`src/rtl/serial_subtractor.sv`:
```
// Bit-serial subtractor: diff = a - b - bin, computed LSB first with one
// full-subtractor cell and a borrow flop, behind a start/busy/done handshake.
module serial_subtractor #(
    parameter int WIDTH = 8
) (
    input  logic             clk,
    input  logic             rst,
    input  logic             start,
    input  logic [WIDTH-1:0] a,
    input  logic [WIDTH-1:0] b,
    input  logic             bin,
    output logic             busy,
    output logic             done,
    output logic [WIDTH-1:0] diff,
    output logic             bout
);

    localparam int CNT_W = $clog2(WIDTH + 1);

    typedef enum logic [1:0] {
        IDLE = 2'd0,
        RUN  = 2'd1,
        DONE = 2'd2
    } state_t;

    state_t             state;
    state_t             state_next;
    logic [WIDTH-1:0]   a_sr;
    logic [WIDTH-1:0]   b_sr;
    logic [WIDTH-1:0]   res_sr;
    logic [WIDTH-1:0]   res_next;
    logic [CNT_W-1:0]   count;
    logic               borrow;
    logic               borrow_next;
    logic               d_bit;
    logic               accept;
    logic               last_step;

    assign last_step = (state == RUN) && (count == CNT_W'(WIDTH - 1));

    // State register
    always_ff @(posedge clk) begin
        if (rst) begin
            state <= IDLE;
        end else begin
            state <= state_next;
        end
    end

    // Next-state logic; a start seen in DONE is accepted without an IDLE gap
    always_comb begin
        state_next = state;
        accept     = 1'b0;
        case (state)
            IDLE: begin
                if (start) begin
                    accept     = 1'b1;
                    state_next = RUN;
                end
            end
            RUN: begin
                if (last_step) begin
                    state_next = DONE;
                end
            end
            DONE: begin
                if (start) begin
                    accept     = 1'b1;
                    state_next = RUN;
                end else begin
                    state_next = IDLE;
                end
            end
            default: state_next = IDLE;
        endcase
    end

    // Full-subtractor cell on the current LSBs; the new bit enters the result MSB
    always_comb begin
        d_bit       = a_sr[0] ^ b_sr[0] ^ borrow;
        borrow_next = (~a_sr[0] & b_sr[0]) | (~(a_sr[0] ^ b_sr[0]) & borrow);
        res_next    = res_sr >> 1;
        res_next[WIDTH-1] = d_bit;
    end

    // Operand shift registers, borrow flop, partial result and bit counter
    always_ff @(posedge clk) begin
        if (rst) begin
            a_sr   <= '0;
            b_sr   <= '0;
            res_sr <= '0;
            borrow <= 1'b0;
            count  <= '0;
        end else if (accept) begin
            a_sr   <= a;
            b_sr   <= b;
            res_sr <= '0;
            borrow <= bin;
            count  <= '0;
        end else if (state == RUN) begin
            a_sr   <= a_sr >> 1;
            b_sr   <= b_sr >> 1;
            res_sr <= res_next;
            borrow <= borrow_next;
            count  <= count + CNT_W'(1);
        end
    end

    // Visible results change only on the final step, never mid-operation
    always_ff @(posedge clk) begin
        if (rst) begin
            diff <= '0;
            bout <= 1'b0;
        end else if (last_step) begin
            diff <= res_next;
            bout <= borrow_next;
        end
    end

    assign busy = (state == RUN);
    assign done = (state == DONE);

endmodule

```
`config.mk`:
```
export PLATFORM = sky130hd
export DESIGN_NAME = serial_subtractor
export DESIGN_NICKNAME = d
export VERILOG_FILES = /design/src/rtl/serial_subtractor.sv
export SDC_FILE = /design/constraint.sdc
export NUM_CORES = 1
export LEC_CHECK = 0
export ABC_AREA = 1
export CORE_MARGIN = 2
export CORE_UTILIZATION = 45
export CTS_CLUSTER_DIAMETER = 80
export CTS_CLUSTER_SIZE = 25
export DETAILED_ROUTE_END_ITERATION = 10
export PLACE_DENSITY_LB_ADDON = 0.15
export SLEW_MARGIN = 20
export SYNTH_ARGS = -nofsm -noshare
export SYNTH_HDL_FRONTEND = slang
export SYNTH_SLANG_ARGS = --single-unit
```
`constraint.sdc`:
```
create_clock -name clk -period 3.7 [get_ports clk]
set_input_delay 0.37 -clock clk [delete_from_list [all_inputs] [get_ports clk]]
set_output_delay 0.37 -clock clk [all_outputs]
set_load 0.03 [all_outputs]
```
-- Word-level counts from Yosys, hierarchy flattened
Cells that the tools add are included.
- output and inout bits: 11
- register bits after elaboration: 40
- logic and storage cells: 39
- input bits: 20
- multiplexer cells: 12
- bitwise operators: 7
- $add $sub $neg: 1
- eq/ne operators: 5
- reductions and logical operators: 6
- operators with widths (cell ; count):
    $mux W8 ; 4
    $pmux W2 S3 ; 1
    $mux W1 ; 5
    $add A4 B1 Y4 const B ; 1
    $eq A4 B3 Y1 const B ; 1
    $mux W2 ; 2
    $reduce_or A2 Y1 ; 2
    $and A1 B1 Y1 ; 2
    $eq A2 B1 Y1 const B ; 1
    $eq A2 B2 Y1 const B ; 1
    $logic_not A2 Y1 ; 1
    $ne A2 B1 Y1 const B ; 1
    $ne A2 B2 Y1 const B ; 1
    $not A1 Y1 ; 2
    $reduce_and A2 Y1 ; 1
    $reduce_bool A2 Y1 ; 1
    $xor A1 B1 Y1 ; 2
    $logic_and A1 B1 Y1 ; 1
    $or A1 B1 Y1 ; 1

-- Depth between registers and ports, before layout
Gate-level depths: netlist of the first run.
- depth after elaboration: 6
- gate-level depth with buffers: 8
- mapped depth without buffers: 7

-- Worst setup path after synthesis of the first run
OpenSTA, ideal clock, no wires.
- path type: reg2out
- from: reg state[0]
- to: out done
- arrival: 848 ps
- buffers on the path: 1
- slack: 2482 ps
- cell stages (with the launch flop): 3
- required time: 3330 ps
- cell sequence: dfxtp_1 -> buf_6 -> nor2_1
- longest elaborated chain between the ends: 1
- ends and longest elaborated chain (what ; line ; RTL):
    start: declaration ; 26 ; state_t state;
    start signal: assignment ; 46 ; state <= state_next;
    $eq A2 B2 Y1 ; 121 ; assign done = (state == DONE);
    end: declaration ; 13 ; output logic done,
Every way passes these cells.

-- Worst setup path in the final report of the first run
- from: reg state[0]
- to: out busy
- longest elaborated chain between the ends: 1
- ends and longest elaborated chain (what ; line ; RTL):
    $eq A2 B1 Y1 ; 120 ; assign busy = (state == RUN);
    end: declaration ; 12 ; output logic busy,
Every way passes these cells.

==> results of run 1 <==
==> area by class of cell <==
class                      count  area (µm²)
sequential                    39       780.7
timing repair buffer          30       300.3
inverter                      37       143.9
tap                           48       60.06
clock buffer                   5       68.82
clock inverter                 3       43.79
multi-input combinational    163       753.2
fill                         393        1593
==> tightest hold or removal path, delay by kind of cell (launching register included) <==
kind	cells	cell delay [ps]
flops	1	310
simple gates	1	60
compound gates	1	50
==> logic make-up (layout without fill, tap and decap cells) <==
kind of cell | count (synthesis) | count (layout) | synth area share (%)
compound gates | 33 | 33 | 9.474
fa+ha+maj | 2 | 2 | 1.824
simple gates | 127 | 127 | 30.46
buf+inv | 48 | 75 | 13.96
flops | 39 | 39 | 43.79
xor+xnor | 1 | 1 | 0.4913
==> Yosys cell counts <==
master | count | area (µm²)
sky130_fd_sc_hd__nand2_1 | 67 | 251.5
sky130_fd_sc_hd__dfxtp_1 | 39 | 780.8
sky130_fd_sc_hd__inv_1 | 32 | 120.1
sky130_fd_sc_hd__nor2_1 | 31 | 116.4
sky130_fd_sc_hd__nand3_1 | 24 | 120.1
sky130_fd_sc_hd__a21oi_1 | 16 | 80.08
sky130_fd_sc_hd__o21ai_0 | 13 | 65.06
sky130_fd_sc_hd__buf_6 | 5 | 56.30
sky130_fd_sc_hd__inv_2 | 4 | 15.01
sky130_fd_sc_hd__o21ai_1 | 3 | 15.01
sky130_fd_sc_hd__buf_2 | 2 | 10.01
sky130_fd_sc_hd__buf_4 | 2 | 15.01
sky130_fd_sc_hd__a21oi_2 | 1 | 8.760
sky130_fd_sc_hd__buf_12 | 1 | 20.02
sky130_fd_sc_hd__clkbuf_1 | 1 | 3.750
sky130_fd_sc_hd__clkinv_4 | 1 | 8.760
sky130_fd_sc_hd__fa_1 | 1 | 20.02
sky130_fd_sc_hd__ha_1 | 1 | 12.51
sky130_fd_sc_hd__nand2_2 | 1 | 6.260
sky130_fd_sc_hd__nand2_4 | 1 | 11.26
sky130_fd_sc_hd__nand2_8 | 1 | 20.02
sky130_fd_sc_hd__nor2_2 | 1 | 6.260
sky130_fd_sc_hd__nor2_4 | 1 | 11.26
sky130_fd_sc_hd__xor2_1 | 1 | 8.760
==> how the worst max path moves through the flow <==
stage,from,depth (start not counted),end,slack [ps]
after floorplan,state[0]$_SDFFE_PP0P_,2,done,2480
after global placement,rst,6,b_sr[1]$_SDFFE_PP0P_,1640
after detailed placement,rst,6,a_sr[1]$_SDFFE_PP0P_,1590
after CTS,state[0]$_SDFFE_PP0P_,3,busy,1370
after global routing,state[0]$_SDFFE_PP0P_,3,busy,1260
final,state[0]$_SDFFE_PP0P_,3,busy,1370
==> sequential cells by signal (all words and copies together), names as in the netlist <==
name,flops
a_sr,8
b_sr,8
diff,8
res_sr,7
count,4
state,2
borrow,1
bout,1
==> layout by cell type, fill, tap and decap left out, types with 4 or more instances in the layout <==
master and count:
sky130_fd_sc_hd__nand2_1 67, sky130_fd_sc_hd__nand3_1 24, sky130_fd_sc_hd__inv_1 32, sky130_fd_sc_hd__nor2_1 31
sky130_fd_sc_hd__clkdlybuf4s50_1 30, sky130_fd_sc_hd__dfxtp_1 39, sky130_fd_sc_hd__o21ai_0 13, sky130_fd_sc_hd__clkbuf_8 5
sky130_fd_sc_hd__a21oi_1 16, sky130_fd_sc_hd__inv_2 4
==> stage by stage <==
step                      instances  hold WS [ps]  setup slack (ps)  cell area [µm²]  util, %
after floorplan                 250         439.4              2482             1783        -
after global placement          317         459.7              1642             2038    54.45
after detailed placement        317         458.7              1586             2038    54.45
after CTS                       325         471.4              1369             2151    57.45
after global routing            325         494.8              1264             2151    57.45
final                           325         466.8              1371             2151    57.45
==> power groups by stage <==
stage / combinational [mW] / clock [mW] / sequential (mW)
CTS: 0.118 / 0.359 / 0.452
global placement: 0.117 / 0 / 0.462
global route: 0.139 / 0.378 / 0.455
finish: 0.117 / 0.349 / 0.452
detailed placement: 0.118 / 0 / 0.462
floorplan: 0.0968 / 0 / 0.457
==> metal layers <==
| metal | track usage [%] | up-vias |
|---|---|---|
| met2 | 28.88 | 41 |
| li1 | - | 818 |
| met4 | 5.102 | 0 |
| met5 | 0 | - |
| met1 | 21.49 | 677 |
| met3 | 5.912 | 2 |
==> results.txt, run 1 <==
- Syn-to-layout area delta: 20.63%
* Global-route wire length before repair: 6.085 mm
- On the worst path, the slowest cell contributes a delay of 670 ps.
- For this design, the CTS-stage hold fixing added 0 buffers.
* Mean cell area of the mapped netlist: between 7 and 8 µm²
* Post-synthesis sequential area ratio: a little over two fifths
* Number of buffers added for setup after CTS: 0
- After synthesis, the netlist uses 24 different library cells.
- Once the floorplan was initialized, standard cells occupied a little under half of the core.
- After legalization and detailed placement, the total HPWL measured 2.145 mm.
- The detailed router put a total of ~1.6 mm of wire on met1.
- TritonCTS Sinks: 39
- The mapped netlist covers around 1800 µm².
* Worst hold stages: 2
- Synthesis produced a netlist with a net count of roughly 270.
- Number of pins exceeding their max-slew limit in the final report: 0
- Fraction of power consumed by sequential logic: 49.2%
* Number of core rows: 22
- Maximum vdd ir drop: 0.0002226 V
* Overall power of the completed layout: approximately 0.92 mW
- The slowest stage of the critical path is the sky130_fd_sc_hd__clkdlybuf4s50_1 cell.
* Die height: approximately 67 µm
* Min Tclk post-route: 2329 ps
- Using the TritonRoute via totals, the vias-per-cell ratio works out to around 4.7.
- For this block, the via count after detailed routing is between 1500 and 2000.
* Count of cells resized by post-cts repair: 0
- The path class of the tightest hold or removal check is reg2reg.
* Worst Tran Pin Value: 681.4 ps
- Fin Setup TNS: 0 ps
- Worst reg2reg startpoint: state[0]$_SDFFE_PP0P_
- The routed design uses about 170 µm of met3 wire.
- The worst setup path is captured at an output pin.
* Maximum count of clock buffers along a single path: 2
* Number of nets with antenna violations after detailed routing: 0
- The flow ran to the end, and the final reports show no timing, DRC or antenna violations.
- Reg-to-reg slack, setup: 2180 ps
* Synthesis-stage register bit count: 39
- Traced cell by cell, the critical path runs through nand2_8 -> clkinv_4 -> clkdlybuf4s50_1.
- Category of the most critical setup path: reg2out
- Clock tree from TritonCTS: done
- DRT Wirelength: about 3.2 mm
- The critical path contains buffers and inverters numbering 2 combined.
* Placeable core area: around 3700 µm²
- The post-route netlist has ~6.9% of its cells at a drive strength greater than 1.
- Clock root buffer: sky130_fd_sc_hd__clkbuf_8
- Pin count of the biggest net entering global routing: 30
- Kind of start point of the critical path: register
* Overall die area: 4482 µm²
- End point of the worst hold path: res_sr[1]$_SDFFE_PP0N_
* Clock skew after layout: between 4 and 5 ps
- After detailed routing, the number of remaining DRC violations is 0.
- Clk pwr share: 38.0%
- After detailed routing, the met2 layer carries between 1 and 1.5 mm of wire.
- After clock tree synthesis, the clock-pin slew on the worst setup and hold paths is ~80 ps.
- In the final routed layout, each cell accounts on average for between 9 and 10 µm.
- Max FO, Critical Path: 29
- Count of inserted antenna diode cells: 0
- For this block, the initial DRC count from the detailed router was 74.
* H-tree depth reported by CTS: 2
- Dividing total power by cell area gives a power density of 427.0 nW/µm².
- For the worst setup path, the data required time is approximately 3300 ps.
- Combinational share of power: 12.8%
- Leakage dissipation: 0.9227 nW
* Top layer reached by signal wires: met4
- Measured in cells, the most critical reg-to-reg path has a length of 5.
- Net switching is between 20% and 30% of the power.
- F_max: approximately 430 MHz
- TritonRoute pass-1 iters: 4
* Final Setup Violations: 0
* Placer's final routability congestion estimate: 0.7446
- Hold violation total from the final report: 0
- Top delay family on crit path: buffers and inverters
* Cells after Synth: between 200 and 300
- Arrival time of data at the critical path endpoint: between 1500 and 2000 ps
- Measured along the x axis, the die boundary spans 66.95 µm.
* Launch instance of the worst min-delay path: res_sr[1]$_SDFFE_PP0N_
- Grt ovf: 0
- Count of synthesis-stage warnings from yosys: 0
- Boundary Pins: 31
- R2R Path End: bout$_SDFFE_PP0P_
- In the final design database the tool counted between 200 and 300 nets.
- Headroom to the max-slew limit came out at 54.52%.
- Number of buffers inserted during clock tree synthesis: 5
* Unrepaired setup endpoints after global routing: false
- The number of antenna violations at the first check in global routing is 0.
* Number of global-route vias before repair: 1495
* Ratio of final minimum period to clock period: ~63%
- Across every metal layer, demand over resource in global routing totals about 17%.
- Input and output buffers added on the ports amount to 30.
- Cell internal pwr: slightly below 0.7 mW
- Worst-skew pair later-pin latency: 280 ps
* Switching component of the power: ~0.23 mW
- Max-cap violations in this run came to 0.
No activity file was read; power rests on OpenSTA's default activity.
==> run 2: changes to the inputs <==
Clock period 3.7 ns to 2 ns, I/O delays scaled along.
==> run 2 against run 1 <==
First-iteration DRC count rose by 58%. Highest routed layer unchanged. Via count decreased by 1.2%. Utilization is 0.80 points higher. Critical endpoint is now done. Worst hold slack improved by 0.61 ps.
==> results.txt, run 2 (synthesis gave the netlist of run 1 again) <==
* Overall power of the completed layout: 1.740 mW
* Crit path cell chain: buf_4 -> nor2_1 -> clkdlybuf4s50_1
- Leakage dissipation: around 0.95 nW
* Pin count of the biggest net entering global routing: 30
- End point of the worst hold path: a_sr[7]$_SDFFE_PP0P_
- Final Setup Violations: 0
- Maximum vdd ir drop: between 0.0004 and 0.0005 V
- Data on the critical path is required at its endpoint by around 1800 ps.
- Grt ovf: 0
- The routed design has between 3 and 4 mm of wire.
* Maximum count of clock buffers along a single path: 2
- In the routed layout, each cell is associated on average with a via count of approximately 4.6.
- The library cell used most frequently in the layout, excluding fill and tap cells, is sky130_fd_sc_hd__nand2_1.
- On the worst path, the slowest cell contributes a delay of roughly 670 ps.
- The tree built by TritonCTS fans out to 39 sinks.
- Top delay family on crit path: buffers and inverters
* Number of remaining DRC errors: 0
* Commonest cells after routing, fill and taps aside: 67 x sky130_fd_sc_hd__nand2_1, 39 x sky130_fd_sc_hd__dfxtp_1, 32 x sky130_fd_sc_hd__inv_1, 31 x sky130_fd_sc_hd__nor2_1, 29 x sky130_fd_sc_hd__clkdlybuf4s50_1
- Across the run, the number of max-cap violations was 0.
- Die Width: about 67 µm
- Across the routed clock network, the largest skew measured is between 10 and 15 ps.
- Type of the most critical hold path: in2reg
* Fin Setup TNS: 0 ps
- Highest-delay cell along the critical path: sky130_fd_sc_hd__clkdlybuf4s50_1
* Initial drt markers: roughly 120
* Total number of vias: roughly 1500
- STA classifies the critical path startpoint as a register.
* Worst reg2reg startpoint: state[0]$_SDFFE_PP0P_
* CTS Hold Buffers Added: 0
- At the end of the flow, the number of nets in the layout was approximately 300.
- H-tree depth reported by CTS: 2
- Power density over the cells: about 800 nW/µm²
- Number of nets with antenna violations after detailed routing: 0
* GR Util All Layers: between 10% and 20%
* Reg-to-reg slack, setup: around 560 ps
* Reg2reg path depth: 8
* Worst hold stages: 3
* DP Wirelength: 2.238 mm
- Worst-case headroom to the max-slew limit: just over 70%
- At the pin with the least slew margin, the transition time is ~430 ps.
- The max-slew violation count came to 0.
- Routability-driven placement finished with a final weighted congestion of between 0.7 and 0.8.
* Syn-to-layout area delta: 22.32%
* Min Tclk post-route: between 1500 and 2000 ps
- Die height: about 67 µm
- Category of the most critical setup path: reg2out
- Number of global-route vias before repair: roughly 1400
- TritonRoute pass-1 iters: 4
- Launch instance of the worst min-delay path: a[7]
- The count of buffers added on input and output ports is 30.
* Boundary Pins: 31
- The floorplan step defined a core boundary enclosing about 3700 µm².
- Antenna violations before repair: 0
- The post-route netlist has approximately 7.9% of its cells at a drive strength greater than 1.
- Largest registers: a_sr (8), b_sr (8), diff (8)
- Data arrives at the worst endpoint at 1610 ps.
* Number of buffers inserted during clock tree synthesis: 5
- Max FO, Critical Path: 8
- Outcome: finished, final reports clean
* F_max: ~550 MHz
* R2R Path End: a_sr[2]$_SDFFE_PP0P_
- Ratio of final minimum period to clock period: about 91%
- Setup repair after global routing left no endpoint under its margin.
- Number of core rows: 22
- The final hold violation count was 0.
- The number of buffers and inverters on the critical path is 2.
- Overall die area: around 4500 µm²
- Initial cell density of the core: ~48%
- Clock-pin slew of the registers on the worst-case setup and hold paths: 70 ps
- At the later pin of the worst-skew pair, clock insertion delay measures approximately 290 ps.
- The repair_antennas step left the layout with diodes totalling 0.
* Clock root buffer: sky130_fd_sc_hd__clkbuf_8
- After detailed routing, the average wire length per cell comes to 9.902 µm.
- Capturing element type of the critical path: output pin
* Global-route wire length before repair: between 5 and 6 mm
- TritonCTS built the clock tree.
-- run 2: worst max-delay path by stage --
| stage | from | endpoint | slack (ps) | cells after the start |
|---|---|---|---|---|
| after global placement | state[1]$_SDFFE_PP0P_ | busy | 390 | 4 |
| after CTS | state[1]$_SDFFE_PP0P_ | busy | 60 | 4 |
| after detailed placement | state[1]$_SDFFE_PP0P_ | busy | 380 | 4 |
| after floorplan | count[0]$_SDFFE_PP0N_ | bout$_SDFFE_PP0P_ | 830 | 6 |
| final | state[0]$_SDFFE_PP0P_ | done | 190 | 3 |
| after global routing | state[0]$_SDFFE_PP0P_ | done | 110 | 3 |
-- run 2: layout make-up --
type | instances | area (µm²)
fill | 395 | 1563
sequential | 39 | 780.7
multi-input combinational | 163 | 753.2
timing repair buffer | 33 | 325.3
inverter | 37 | 143.9
clock buffer | 6 | 82.58
tap | 48 | 60.06
clock inverter | 2 | 35.03
-- run 2: report_power, final --
group | leakage, nW | total [mW] | switching, mW | internal [mW]
Clock | 0.0612 | 0.682 | 0.278 | 0.404
Sequential | 0.318 | 0.834 | 0.0210 | 0.813
Combinational | 0.575 | 0.224 | 0.129 | 0.0953
-- run 2: tightest hold or removal path: stages --
cell and delay, ps:
sky130_fd_sc_hd__clkdlybuf4s50_1 390, sky130_fd_sc_hd__nand2_1 60, sky130_fd_sc_hd__a21oi_1 60
-- run 2: metal layers --
layer / global-route usage, % / routed length, µm / vias to the layer above
met2: 26.25 / 1489 / 28
met3: 3.547 / 112 / 5
li1: - / - / 824
met5: 0 / 0 / -
met4: 7.398 / 53 / 0
met1: 21.85 / 1592 / 663
-- run 2: timing repair --
| action | CTS | global route |
|---|---|---|
| setup buffers | 0 | 0 |
| gates resized for setup | 0 | 1 |
| endpoints found under the setup margin | 0 | 1 |
-- run 2: per-stage QoR --
step	worst slack (ps)	hold WS, ps	cells	utilization (%)	cell area [µm²]
floorplan	833.7	334.9	250	-	1783
global placement	393.9	454.8	320	55.05	2061
detailed placement	384.8	458.6	320	55.05	2061
CTS	62.07	461.5	328	58.19	2178
global route	105.6	491.7	328	58.26	2181
finish	186.2	467.4	328	58.26	2181
